## config.mk

```make
export PLATFORM = sky130hd
export DESIGN_NAME = pea_out_collector
export DESIGN_NICKNAME = d
export VERILOG_FILES = /design/src/rtl/pea_out_collector.sv
export SDC_FILE = /design/constraint.sdc
export NUM_CORES = 1
export LEC_CHECK = 0
export CELL_PAD_IN_SITES_DETAIL_PLACEMENT = 1
export CELL_PAD_IN_SITES_GLOBAL_PLACEMENT = 1
export CORE_ASPECT_RATIO = 2
export CORE_MARGIN = 2
export CORE_UTILIZATION = 36
export CTS_BUF_LIST = sky130_fd_sc_hd__clkbuf_8
export DETAILED_ROUTE_END_ITERATION = 8
export GPL_ROUTABILITY_DRIVEN = 0
export HOLD_SLACK_MARGIN = 0.12
export PLACE_DENSITY_LB_ADDON = 0.1
export SLEW_MARGIN = 40
export SYNTH_ARGS = -nofsm -noshare
export SYNTH_HDL_FRONTEND = slang
export SYNTH_SLANG_ARGS = --single-unit
export TNS_END_PERCENT = 30
```

## constraint.sdc

```tcl
create_clock -name clk_i -period 5.25 [get_ports clk_i]
set_clock_uncertainty 0.1 [all_clocks]
set_input_delay 0.7875 -clock clk_i [delete_from_list [all_inputs] [get_ports clk_i]]
set_output_delay 0.7875 -clock clk_i [all_outputs]
set_load 0.02 [all_outputs]
```

## src/rtl/pea_out_collector.sv

```systemverilog
`default_nettype none
// pea_out_collector: samples PE results with optional 1-of-(skip+1) decimation into a small FIFO,
// drains it over valid/ready, counts results per job and flags done / sticky overflow.
module pea_out_collector #(
  parameter int N_BITS     = 32,
  parameter int FIFO_DEPTH = 4,
  parameter int CNT_W      = 16
) (
  input  logic                          clk_i,
  input  logic                          rst_n_i,
  input  logic                          start_i,
  input  logic [CNT_W-1:0]              cfg_len_i,
  input  logic [7:0]                    cfg_skip_i,
  input  logic [N_BITS-1:0]             pe_res_i,
  input  logic                          stream_valid_i,
  output logic [N_BITS-1:0]             out_data_o,
  output logic                          out_valid_o,
  input  logic                          out_ready_i,
  output logic                          busy_o,
  output logic                          done_o,
  output logic                          overflow_o,
  output logic [$clog2(FIFO_DEPTH):0]   fill_o
);

  localparam int AW = $clog2(FIFO_DEPTH);
  localparam logic [AW:0] FULL_CNT = (AW+1)'(FIFO_DEPTH);

  typedef enum logic [1:0] {
    IDLE  = 2'd0,
    RUN   = 2'd1,
    DRAIN = 2'd2
  } state_t;

  state_t state, state_nxt;

  logic [CNT_W-1:0]  len_q, in_cnt, out_cnt;
  logic [7:0]        skip_q, dec_cnt;
  logic [N_BITS-1:0] mem [FIFO_DEPTH];
  logic [AW-1:0]     wr_ptr, rd_ptr;
  logic [AW:0]       count;
  logic              overflow, done;

  logic full, pop, keep, push, drop, last_in, job_end;

  always_comb begin
    full    = (count == FULL_CNT);
    pop     = (state != IDLE) && (count != '0) && out_ready_i;
    keep    = (state == RUN) && stream_valid_i && (dec_cnt == skip_q);
    // a full FIFO still accepts a push when the head leaves on the same edge
    push    = keep && (!full || pop);
    drop    = keep && full && !pop;
    last_in = keep && ((in_cnt + CNT_W'(1)) == len_q);
    // once words were dropped out_cnt can never reach len, so wait for empty instead
    job_end = (state == DRAIN) &&
              (overflow ? (count == '0) : (pop && ((out_cnt + CNT_W'(1)) == len_q)));
  end

  always_comb begin
    state_nxt = state;
    case (state)
      IDLE:    if (start_i && (cfg_len_i != '0)) state_nxt = RUN;
      RUN:     if (last_in) state_nxt = DRAIN;
      DRAIN:   if (job_end) state_nxt = IDLE;
      default: state_nxt = IDLE;
    endcase
  end

  always_ff @(posedge clk_i) begin
    if (!rst_n_i) state <= IDLE;
    else          state <= state_nxt;
  end

  always_ff @(posedge clk_i) begin
    if (!rst_n_i) begin
      len_q    <= '0;
      skip_q   <= '0;
      dec_cnt  <= '0;
      in_cnt   <= '0;
      out_cnt  <= '0;
      wr_ptr   <= '0;
      rd_ptr   <= '0;
      count    <= '0;
      overflow <= 1'b0;
      done     <= 1'b0;
    end else begin
      done <= 1'b0;
      if ((state == IDLE) && start_i) begin
        len_q    <= cfg_len_i;
        skip_q   <= cfg_skip_i;
        dec_cnt  <= '0;
        in_cnt   <= '0;
        out_cnt  <= '0;
        overflow <= 1'b0;
        if (cfg_len_i == '0) done <= 1'b1;
      end
      if ((state == RUN) && stream_valid_i)
        dec_cnt <= keep ? 8'd0 : dec_cnt + 8'd1;
      if (keep) in_cnt <= in_cnt + CNT_W'(1);
      if (drop) overflow <= 1'b1;
      if (pop) begin
        rd_ptr  <= rd_ptr + AW'(1);
        out_cnt <= out_cnt + CNT_W'(1);
      end
      if (push) wr_ptr <= wr_ptr + AW'(1);
      if (push && !pop)      count <= count + (AW+1)'(1);
      else if (pop && !push) count <= count - (AW+1)'(1);
      if (job_end) done <= 1'b1;
    end
  end

  always_ff @(posedge clk_i) begin
    if (push) mem[wr_ptr] <= pe_res_i;
  end

  // storage is not reset, so the head is masked while empty
  assign out_valid_o = (count != '0);
  assign out_data_o  = out_valid_o ? mem[rd_ptr] : '0;
  assign busy_o      = (state != IDLE);
  assign done_o      = done;
  assign overflow_o  = overflow;
  assign fill_o      = count;

endmodule
`default_nettype wire

```

==> flow_summary.rst <==
.. list-table::
   :header-rows: 1

   * - Metric
     - Value
   * - Initial DRC count
     - 391
   * - Run status
     - completed
   * - Post-detailed-routing wire length
     - 23900 µm
   * - Total number of vias
     - 6614
   * - Area of all sequential standard cells
     - 5390 µm²
   * - Count of antenna diodes in the layout
     - 0
   * - Buffer levels on the longest clock path
     - 3
   * - Largest area contributor in the netlist
     - edfxtp_1
   * - Highest attainable clock frequency
     - 0.272 GHz
   * - Worst Path Class, Setup
     - reg -> out
   * - Die Height
     - 233 µm
   * - Final std cells w/o fill
     - 1269
   * - Commonest cells post-synth
     - edfxtp_1, dfxtp_1, nand2_1
   * - Gates resized, CTS repair
     - 0
   * - Net count of the finished layout
     - 969
   * - Synthesized instance count
     - 801
   * - Full die area
     - 27700 µm²
   * - Crit-path slowest cell
     - dfxtp_4
   * - Maximum VDD drop
     - 0.000176 V
   * - Startpoint of the worst register-to-register path
     - state[0]$_SDFFE_PN0P_
   * - Ordered cell list for the critical path
     - buf_4, mux4_2, nor2b_1, clkdlybuf4s50_1
   * - Maximum number of pins on one net before global-route repair
     - 61
   * - Share of post-route cells with drive strength above 1
     - 12.2%
   * - Origin of the worst min-delay path
     - skip_q[4]$_SDFFE_PN0P_
   * - Count of pins on the block boundary
     - 100
   * - Detailed-routing iteration count for the pre-antenna-repair pass
     - 4
   * - Number of design rule violations left after detail routing
     - 0
   * - Path category of the worst min-delay check
     - reg -> reg
   * - Most common cell in the netlist
     - edfxtp_1
   * - Area of the core
     - 26100 µm²
   * - Worst flop-to-flop path endpoint
     - fill_o[2]$_SDFFE_PN0P_
   * - Launching element type of the critical path
     - flop
   * - Starting density of the core
     - 36.4%
   * - Vias in the first global route
     - 6972
   * - # clock sinks
     - 205
   * - Leakage
     - 0.00378 µW
   * - Async set or reset register ratio after synthesis
     - 0%
   * - Slew Limit Fails
     - 0
   * - Area of the mapped netlist
     - 9480 µm²
   * - Setup-failing EPs final
     - 0
   * - Worst hold path stage count
     - 2
   * - Fill cells
     - 2888
   * - Post-synth cell types
     - 62
   * - Worst EP arrival
     - 2.79 ns
   * - Area of the multi-input gates
     - 3830 µm²
   * - Signed area change from the synthesized netlist to the final layout
     - 20.2%
   * - Wire per inst
     - 18.9 µm
   * - Final Util
     - 43.7%
   * - Ys flop type
     - edfxtp_1
   * - Power density normalized to cell area
     - 315 nW/µm²
   * - Worst setup EP type
     - output port
   * - Synthesized flop and latch total
     - 205
   * - Worst Max-Slew Pin Slew
     - 0.685 ns
   * - Total setup buffers inserted after CTS
     - 0
   * - Avg Synthesized Cell Area
     - 11.8 µm²
   * - Relative slew slack
     - 54.3%
   * - Global-route wire length before repair
     - 38400 µm
   * - Number of maximum-capacitance violations
     - 0
   * - Horiz. Die Dim
     - 119 µm
   * - Clock latency reported for the late side of the worst-skew pair
     - 0.54 ns
   * - Sequential element share of the synthesized area
     - 56.8%
   * - Largest stage delay on the critical path
     - 0.64 ns
   * - Post-route cell area
     - 11400 µm²
   * - Required time at the worst-slack endpoint
     - 4.36 ns
   * - Post-DRT Antenna Nets
     - 0
   * - Placed cell count
     - 1207
   * - Clk pin slew, worst setup/hold paths
     - 0.06 ns
   * - Delay-heaviest family, CP
     - buffers and inverters
   * - Final Critical Period
     - 3.68 ns
   * - Register-to-Register Path Depth
     - 10
   * - Total routing usage reported by global routing
     - 17.7%
   * - TritonCTS clock tree
     - yes
   * - Via-to-Cell Ratio
     - 5.21
   * - Final clock period utilization by the worst path
     - 70.1%
   * - Worst-path fanout max
     - 22
   * - Count of buffering cells on the critical path with inverters included
     - 2
   * - Setup repair after global routing missed its margin
     - no
   * - Antenna violations before repair
     - 0
   * - Row Count
     - 84
   * - Net Count, Synth
     - 871
   * - Estimated wirelength of the detail-placed design
     - 16000 µm
   * - Final-report hold violation count
     - 0
   * - Hold Worst Slack
     - 0.377 ns
   * - Clock root cell
     - clkbuf_8
   * - Placed Instance Area
     - 10800 µm²
   * - Biggest area contributors in the synthesized netlist
     - edfxtp_1, dfxtp_1, mux4_2, a21oi_1, xnor2_1
   * - # port buffers
     - 99
   * - Yosys warning count
     - 0
   * - Number of synthesized flops with an enable pin
     - 128
   * - Accumulated negative setup slack
     - 0 ns
   * - Hold-critical path endpoint
     - skip_q[4]$_SDFFE_PN0P_
   * - Fraction of post-synthesis cell area in the top cell type by area
     - 40.5%
   * - Num CTS Buffers
     - 34
   * - Number of buffers inserted by hold repair at cts
     - 0
   * - Residual overflow from global routing
     - 0
   * - Worst R2R Setup Slack
     - 1.80 ns
   * - H-tree depth
     - 2
## through the flow
| stage | worst slack (ns) | total power, µW |
|---|---|---|
| 4_1_cts | 1.46 | 3660 |
| 3_5_place_dp | 1.03 | 2320 |
| 2_1_floorplan | 2.18 | 2080 |
| 5_1_grt | 1.36 | 3770 |
| 6_report | 1.57 | 3590 |
| 3_3_place_gp | 1.09 | 2310 |
## power by group
part	internal [µW]	switching, µW	total (µW)
clock	674	644	1320
combinational	225	271	496
sequential	1740	38.4	1780
total	2640	953	3590
## worst max path at each step
stage                                  end           start  slack (ns)  cells after the start
finish                       out_data_o[8]            flop        1.57                      4
global route                 out_data_o[8]            flop        1.36                      4
CTS                          out_data_o[8]            flop        1.46                      4
detailed placement  fill_o[2]$_SDFFE_PN0P_  stream_valid_i        1.03                     11
global placement    fill_o[2]$_SDFFE_PN0P_  stream_valid_i        1.09                     11
floorplan           fill_o[2]$_SDFFE_PN0P_  stream_valid_i        2.18                     12
## state kept, by name (all words and copies together) (netlist names), named ones only
name,flops
out_cnt,16
fill_o,3
wr_ptr,2
state,2
len_q,16
skip_q,8
overflow_o,1
mem,128
dec_cnt,8
done_o,1
in_cnt,16
rd_ptr,2
## layout make-up
type                    count  area share, %
multi-input cells         534           33.6
inverters                  14          0.483
well taps                 344           3.78
repair buffers            110           9.42
clock buffers              35           4.23
flip-flops and latches    205           47.3
clock inverters            27           1.25
## metal layers
metal  up-vias  global-route usage (%)  wire length (µm)
met5         -                       0                 0
met4         0                    6.92               707
met3        47                    2.73               786
met2       124                    30.2             11700
met1      3281                    22.6             10700
li1       3162                       -                 -
## worst min-delay path, cell delays in order (launching register included)
cell and delay (ns):
dfxtp_1 0.31, nand2_1 0.06, a21oi_1 0.06
## cells in the final DEF (no fill, tap or decap), types with 29 or more instances in the layout
cell type        instances
edfxtp_1               128
a21oi_1                 67
nor2b_1                 41
clkdlybuf4s50_1         99
clkbuf_8                35
xnor2_1                 34
nand2_1                 70
dfxtp_1                 75
inv_1                   29
nor2_1                  51
mux4_2                  32
o21ai_0                 31
## cells by family (layout without fill, tap and decap cells)
group           after synthesis  in the layout  synth area share [%]
flops                       205            205                  56.8
simple gates                296            296                  17.4
buf+inv                      62            186                  3.01
mux                          35             35                  7.92
xor+xnor                     55             55                  5.08
compound gates              139            139                  8.49
fa+ha+maj                     9              9                  1.27
Note: power is estimated with default switching activity, not from simulation.
